<file path="src/rtl/button_pkg.sv">
// Shared types and constant helpers for front-panel button decoding.
package button_pkg;

  typedef enum logic [2:0] {
    IDLE,
    PRESS1,
    WAIT2,
    PRESS2,
    LONG_HOLD
  } btn_state_t;

  function automatic int unsigned ms_to_cycles(input int unsigned freq_mhz,
                                               input int unsigned ms);
    return freq_mhz * 1000 * ms;
  endfunction

  function automatic int unsigned max3(input int unsigned a, input int unsigned b,
                                       input int unsigned c);
    int unsigned m;
    m = (a > b) ? a : b;
    return (m > c) ? m : c;
  endfunction

endpackage

</file>
<file path="src/rtl/ms_timer.sv">
// Millisecond timer: a cycle prescaler feeding a ms counter, both cleared by clr.
module ms_timer #(
  parameter int unsigned MS_CYC = 25000,
  parameter int unsigned CNT_W  = 10
) (
  input  logic             clk,
  input  logic             rst_n,
  input  logic             clr,
  output logic [CNT_W-1:0] ms_cnt,
  output logic             ms_tick
);

  localparam int unsigned PreW = (MS_CYC > 1) ? $clog2(MS_CYC) : 1;

  logic [PreW-1:0]  presc_q;
  logic [CNT_W-1:0] ms_cnt_q;

  // High on the last cycle of each millisecond, i.e. the cycle before the wrap.
  assign ms_tick = (presc_q == PreW'(MS_CYC - 1));
  assign ms_cnt  = ms_cnt_q;

  always_ff @(posedge clk or negedge rst_n) begin
    if (!rst_n) begin
      presc_q  <= '0;
      ms_cnt_q <= '0;
    end else if (clr) begin
      presc_q  <= '0;
      ms_cnt_q <= '0;
    end else if (ms_tick) begin
      presc_q  <= '0;
      ms_cnt_q <= ms_cnt_q + 1'b1;
    end else begin
      presc_q <= presc_q + 1'b1;
    end
  end

endmodule

</file>
<file path="src/rtl/button_event_decoder.sv">
// Turns a debounced button level into press/release/short/long/double pulses.
// Define BTN_AUTOREPEAT_EN to enable o_repeat pulses while in a long hold.
module button_event_decoder
  import button_pkg::*;
#(
  parameter int unsigned FREQ      = 25,
  parameter int unsigned LONG_MS   = 1000,
  parameter int unsigned DCLICK_MS = 300,
  parameter int unsigned REPEAT_MS = 200
) (
  input  logic clk,
  input  logic rst_n,
  input  logic i_btn,
  output logic o_press,
  output logic o_release,
  output logic o_short,
  output logic o_long,
  output logic o_double,
  output logic o_held,
  output logic o_repeat
);

  localparam int unsigned MsCyc = ms_to_cycles(FREQ, 1);
  localparam int unsigned CntW  = $clog2(max3(LONG_MS, DCLICK_MS, REPEAT_MS) + 1);

  btn_state_t      state_q, state_d;
  logic            btn_q;
  logic            rise, fall;
  logic            timer_clr;
  logic [CntW-1:0] ms_cnt;
  logic            ms_tick;
  logic            long_due, dclick_due;

  logic press_d, release_d, short_d, long_d, double_d, held_d;
  logic press_q, release_q, short_q, long_q, double_q, held_q;

  assign rise = i_btn & ~btn_q;
  assign fall = ~i_btn & btn_q;

  // A threshold is due on the last cycle of its final millisecond, so the
  // registered pulse lands exactly T*MsCyc cycles after the entering pulse.
  assign long_due   = ms_tick && (ms_cnt == CntW'(LONG_MS - 1));
  assign dclick_due = ms_tick && (ms_cnt == CntW'(DCLICK_MS - 1));

  ms_timer #(
    .MS_CYC (MsCyc),
    .CNT_W  (CntW)
  ) u_ms_timer (
    .clk     (clk),
    .rst_n   (rst_n),
    .clr     (timer_clr),
    .ms_cnt  (ms_cnt),
    .ms_tick (ms_tick)
  );

`ifdef BTN_AUTOREPEAT_EN
  logic repeat_due, repeat_d, repeat_q, restart;
  assign repeat_due = ms_tick && (ms_cnt == CntW'(REPEAT_MS - 1));
`endif

  always_comb begin
    state_d   = state_q;
    press_d   = 1'b0;
    release_d = 1'b0;
    short_d   = 1'b0;
    long_d    = 1'b0;
    double_d  = 1'b0;
`ifdef BTN_AUTOREPEAT_EN
    repeat_d  = 1'b0;
    restart   = 1'b0;
`endif
    unique case (state_q)
      IDLE: begin
        if (rise) begin
          state_d = PRESS1;
          press_d = 1'b1;
        end
      end
      PRESS1: begin
        if (fall) begin
          state_d   = WAIT2;
          release_d = 1'b1;
        end else if (long_due && i_btn) begin
          state_d = LONG_HOLD;
          long_d  = 1'b1;
        end
      end
      WAIT2: begin
        if (rise) begin
          state_d = PRESS2;
          press_d = 1'b1;
        end else if (dclick_due && !i_btn) begin
          state_d = IDLE;
          short_d = 1'b1;
        end
      end
      PRESS2: begin
        if (fall) begin
          state_d   = IDLE;
          release_d = 1'b1;
          double_d  = 1'b1;
        end else if (long_due && i_btn) begin
          state_d = LONG_HOLD;
          long_d  = 1'b1;
        end
      end
      LONG_HOLD: begin
        if (fall) begin
          state_d   = IDLE;
          release_d = 1'b1;
        end
`ifdef BTN_AUTOREPEAT_EN
        else if (repeat_due && i_btn) begin
          repeat_d = 1'b1;
          restart  = 1'b1;
        end
`endif
      end
      default: state_d = IDLE;
    endcase
    held_d = (state_d == PRESS1) || (state_d == PRESS2) || (state_d == LONG_HOLD);
  end

  // Idle states hold the timer at zero so ms_cnt can never wrap.
`ifdef BTN_AUTOREPEAT_EN
  assign timer_clr = (state_d != state_q) || (state_q == IDLE) || restart;
`else
  assign timer_clr = (state_d != state_q) || (state_q == IDLE) || (state_q == LONG_HOLD);
`endif

  always_ff @(posedge clk or negedge rst_n) begin
    if (!rst_n) begin
      state_q   <= IDLE;
      btn_q     <= 1'b1;
      press_q   <= 1'b0;
      release_q <= 1'b0;
      short_q   <= 1'b0;
      long_q    <= 1'b0;
      double_q  <= 1'b0;
      held_q    <= 1'b0;
    end else begin
      state_q   <= state_d;
      btn_q     <= i_btn;
      press_q   <= press_d;
      release_q <= release_d;
      short_q   <= short_d;
      long_q    <= long_d;
      double_q  <= double_d;
      held_q    <= held_d;
    end
  end

`ifdef BTN_AUTOREPEAT_EN
  always_ff @(posedge clk or negedge rst_n) begin
    if (!rst_n) begin
      repeat_q <= 1'b0;
    end else begin
      repeat_q <= repeat_d;
    end
  end
  assign o_repeat = repeat_q;
`else
  assign o_repeat = 1'b0;
`endif

  assign o_press   = press_q;
  assign o_release = release_q;
  assign o_short   = short_q;
  assign o_long    = long_q;
  assign o_double  = double_q;
  assign o_held    = held_q;

endmodule

</file>
<file path="config.mk">
export PLATFORM = sky130hd
export DESIGN_NAME = button_event_decoder
export DESIGN_NICKNAME = d
export VERILOG_FILES = /design/src/rtl/button_pkg.sv /design/src/rtl/ms_timer.sv /design/src/rtl/button_event_decoder.sv
export SDC_FILE = /design/constraint.sdc
export NUM_CORES = 1
export LEC_CHECK = 0
export CAP_MARGIN = 20
export CORE_MARGIN = 1
export CORE_UTILIZATION = 58
export CTS_CLUSTER_SIZE = 12
export DETAILED_ROUTE_END_ITERATION = 12
export PLACE_DENSITY_LB_ADDON = 0.3
export SLEW_MARGIN = 20
export SYNTH_ARGS = -nofsm -noshare
export SYNTH_HDL_FRONTEND = slang
export SYNTH_SLANG_ARGS = --single-unit
</file>
<file path="constraint.sdc">
create_clock -name clk -period 2.8 [get_ports clk]
set_input_delay 0.28 -clock clk [delete_from_list [all_inputs] [get_ports clk]]
set_output_delay 0.28 -clock clk [all_outputs]
set_load 0.01 [all_outputs]
</file>
==> out/results.tsv <==
metric	value	unit
fillCellCount	221	
final_area	1940	um2
synthCells	174	
postPlaceCellArea	1850	um2
p_switching	0.339	mW
max_freq	0.443	GHz
grt_pass1_vias	1256	
fp.dieArea	3220	um2
async_reset_ff_share	100	%
fin_ws	541	ps
use_met2	35.7	%
use_met3	5.07	%
power_frac_seq	51.2	%
criticalPathCategory	reg2reg	
place.gp.congestion	0.908	
p_comb_share	16.5	%
antenna_found_initial	0	
cts_sinks	35	
drt_first_pass_iters	10	
slew_headroom	62.2	%
die_h	56.7	um
multiInputGateArea	840	um2
port_buffers	8	
synthesis.area	1740	um2
start_kind	flip-flop	
clockBufferDepth	2	
power.density	588	nW/um2
yosysMostFrequentCell	nor2_1	
drive_gt1_share	11.1	%
synth.net_count	179	
die_w	56.7	um
ys_seq_area_share	50.5	%
p_leak	0.833	nW
synthFlopType	dfrtp_1	
synth_top_area_share	49.0	%
yosys_warnings	0	
numCtsBuffers	5	
grtUsageMet1	30.3	%
ios	10	
setup_violations	0	
cp.required	3040	ps
worst_pin_slew	563	ps
cts.clk_slew.worst_paths	120	ps
p_int	0.800	mW
reg2regPathDepth	6	
busiest_layer	met2	
crit_path_end_kind	flip-flop	
n_antenna_cell	0	
grt_usage	23.3	%
hold_buffers	0	
drc	6	
grt_pass1_wl	5570	um
rows	19	
synth_area_per_cell	9.98	um2
outcome	finished with violations	
clkLatencyLatePin	350	ps
rsz0062_at_grt	no	
hold_viol	0	
drt_iter0_drc	95	
via_per_inst	5.99	
yosys.cell_types.count	41	
slew_violations	0	
core_area	2810	um2
synth_edf_count	0	
clkPwrFrac	32.2	%
synth_top_area_cell	dfrtp_1	
ys_seq_elements	35	
hold_class	in2async	
violations	design-rule violations	
routed-via-count	1318	
maxCapViolations	0	
ff_latch_area	877	um2
wire_per_inst	14.5	um
holdWs	313	ps
ant_nets	0	
p_sw_share	29.8	%
cts_tree	built	
start_util	61.9	%
yosys-top-cells-count	nor2_1, dfrtp_1, nand2_1	
ir_drop	0.000318	V
cts_resized	0	
post-place-ws	523	ps
reg2reg_to	u_ms_timer.presc_q[9]$_DFF_PN0_	
hpwl	2240	um
min_period_over_period	80.7	%
post-route-min-period	2260	ps
grt_max_degree	36	
synthTopCellsByArea	dfrtp_1, nor2_1, xor2_1, xnor2_1, nand3_1	
num-nets-final	193	
postCtsSetupBuffers	0	
skew	14.5	ps
syn_to_final_growth	11.5	%
routed_wl	3190	um
tns	0	ps
grt_overflow	0	
cp.arrival	2500	ps
clock-root-buffer	clkbuf_4	
r2r-start	u_ms_timer.ms_cnt[2]$_DFFE_PN0P_	
cp_max_fo	11	
ctsHtreeMaxLevel	2	
rrSetupSlack	540	ps
## cells in the final DEF, fill, tap and decap left out, types with 2 or more instances in the layout
cell / count
clkdlybuf4s50_1: 8
xor2_1: 11
nand4_1: 5
or4b_4: 2
nand2b_1: 4
nor2_1: 36
xnor2_1: 10
clkbuf_4: 5
o21ai_2: 2
and2_1: 3
nand3_1: 9
nor2b_1: 3
nand2_1: 12
ha_1: 2
nor3_1: 6
a22oi_1: 2
dfrtp_1: 34
o311ai_0: 2
and3_1: 3
a21oi_1: 4
buf_4: 2
o21ai_0: 2
## critical path: stages (launching register included)
cell      delay, ps
dfrtp_1         450
or4b_1          560
o311ai_0        330
a22oi_1         140
o21ai_2         400
buf_4           230
nor2_1           50
## metrics by stage
step           power, mW  utilization (%)  cells
2_1_floorplan      0.712                -    174
3_3_place_gp       0.769             66.1    212
3_5_place_dp       0.782             66.1    212
4_1_cts             1.15             69.0    220
5_1_grt             1.19             69.0    220
6_report            1.14             69.0    220
## worst max-delay path by stage
stage                                                start                               end  slack, ps
final                     u_ms_timer.ms_cnt[2]$_DFFE_PN0P_   u_ms_timer.presc_q[9]$_DFF_PN0_        540
after global routing      u_ms_timer.ms_cnt[2]$_DFFE_PN0P_   u_ms_timer.presc_q[9]$_DFF_PN0_        400
after CTS                 u_ms_timer.ms_cnt[2]$_DFFE_PN0P_   u_ms_timer.presc_q[9]$_DFF_PN0_        530
after detailed placement  u_ms_timer.ms_cnt[2]$_DFFE_PN0P_   u_ms_timer.presc_q[2]$_DFF_PN0_        520
after global placement     u_ms_timer.presc_q[4]$_DFF_PN0_  u_ms_timer.ms_cnt[8]$_DFFE_PN0P_        610
after floorplan            u_ms_timer.presc_q[4]$_DFF_PN0_  u_ms_timer.ms_cnt[8]$_DFFE_PN0P_        750
## layer usage
layer,wire [um],up-vias
li1,-,631
met3,157,13
met4,105,0
met5,0,-
met2,1510,39
met1,1410,635
## power groups by stage
| stage | combinational [mW] | sequential [mW] | clock, mW |
|---|---|---|---|
| after floorplan | 0.132 | 0.579 | 0 |
| after global placement | 0.180 | 0.589 | 0 |
| after detailed placement | 0.189 | 0.593 | 0 |
| after CTS | 0.191 | 0.583 | 0.376 |
| after global routing | 0.210 | 0.592 | 0.393 |
| final | 0.188 | 0.584 | 0.367 |
## final cells by class
cell class	instances	area share [%]
sequential	35	45.3
tap	31	2.00
clock buffer	5	1.94
clock inverter	3	2.26
timing repair buffer	10	4.91
multi-input combinational	135	43.4
inverter	1	0.194
## registers in the layout, summed over array words and instances (netlist names)
signal	count
state_q	3
o_held	1
o_press	1
o_double	1
u_ms_timer.presc_q	15
o_release	1
u_ms_timer.ms_cnt	10
o_short	1
btn_q	1
o_long	1
## cells by family (layout without fill, tap and decap cells)
kind of cell	after synthesis	count (layout)	synth area share, %
adders and majority gates	2	2	1.44
other	1	1	0.216
xor gates and xnor gates	21	21	10.6
and+or+nand+nor	93	93	28.5
AOI/OAI and AO/OA	17	17	7.06
buffers and inverters	4	19	1.15
muxes	1	1	0.576
DFF	35	35	50.5
No activity file was read; power rests on OpenSTA's default activity.
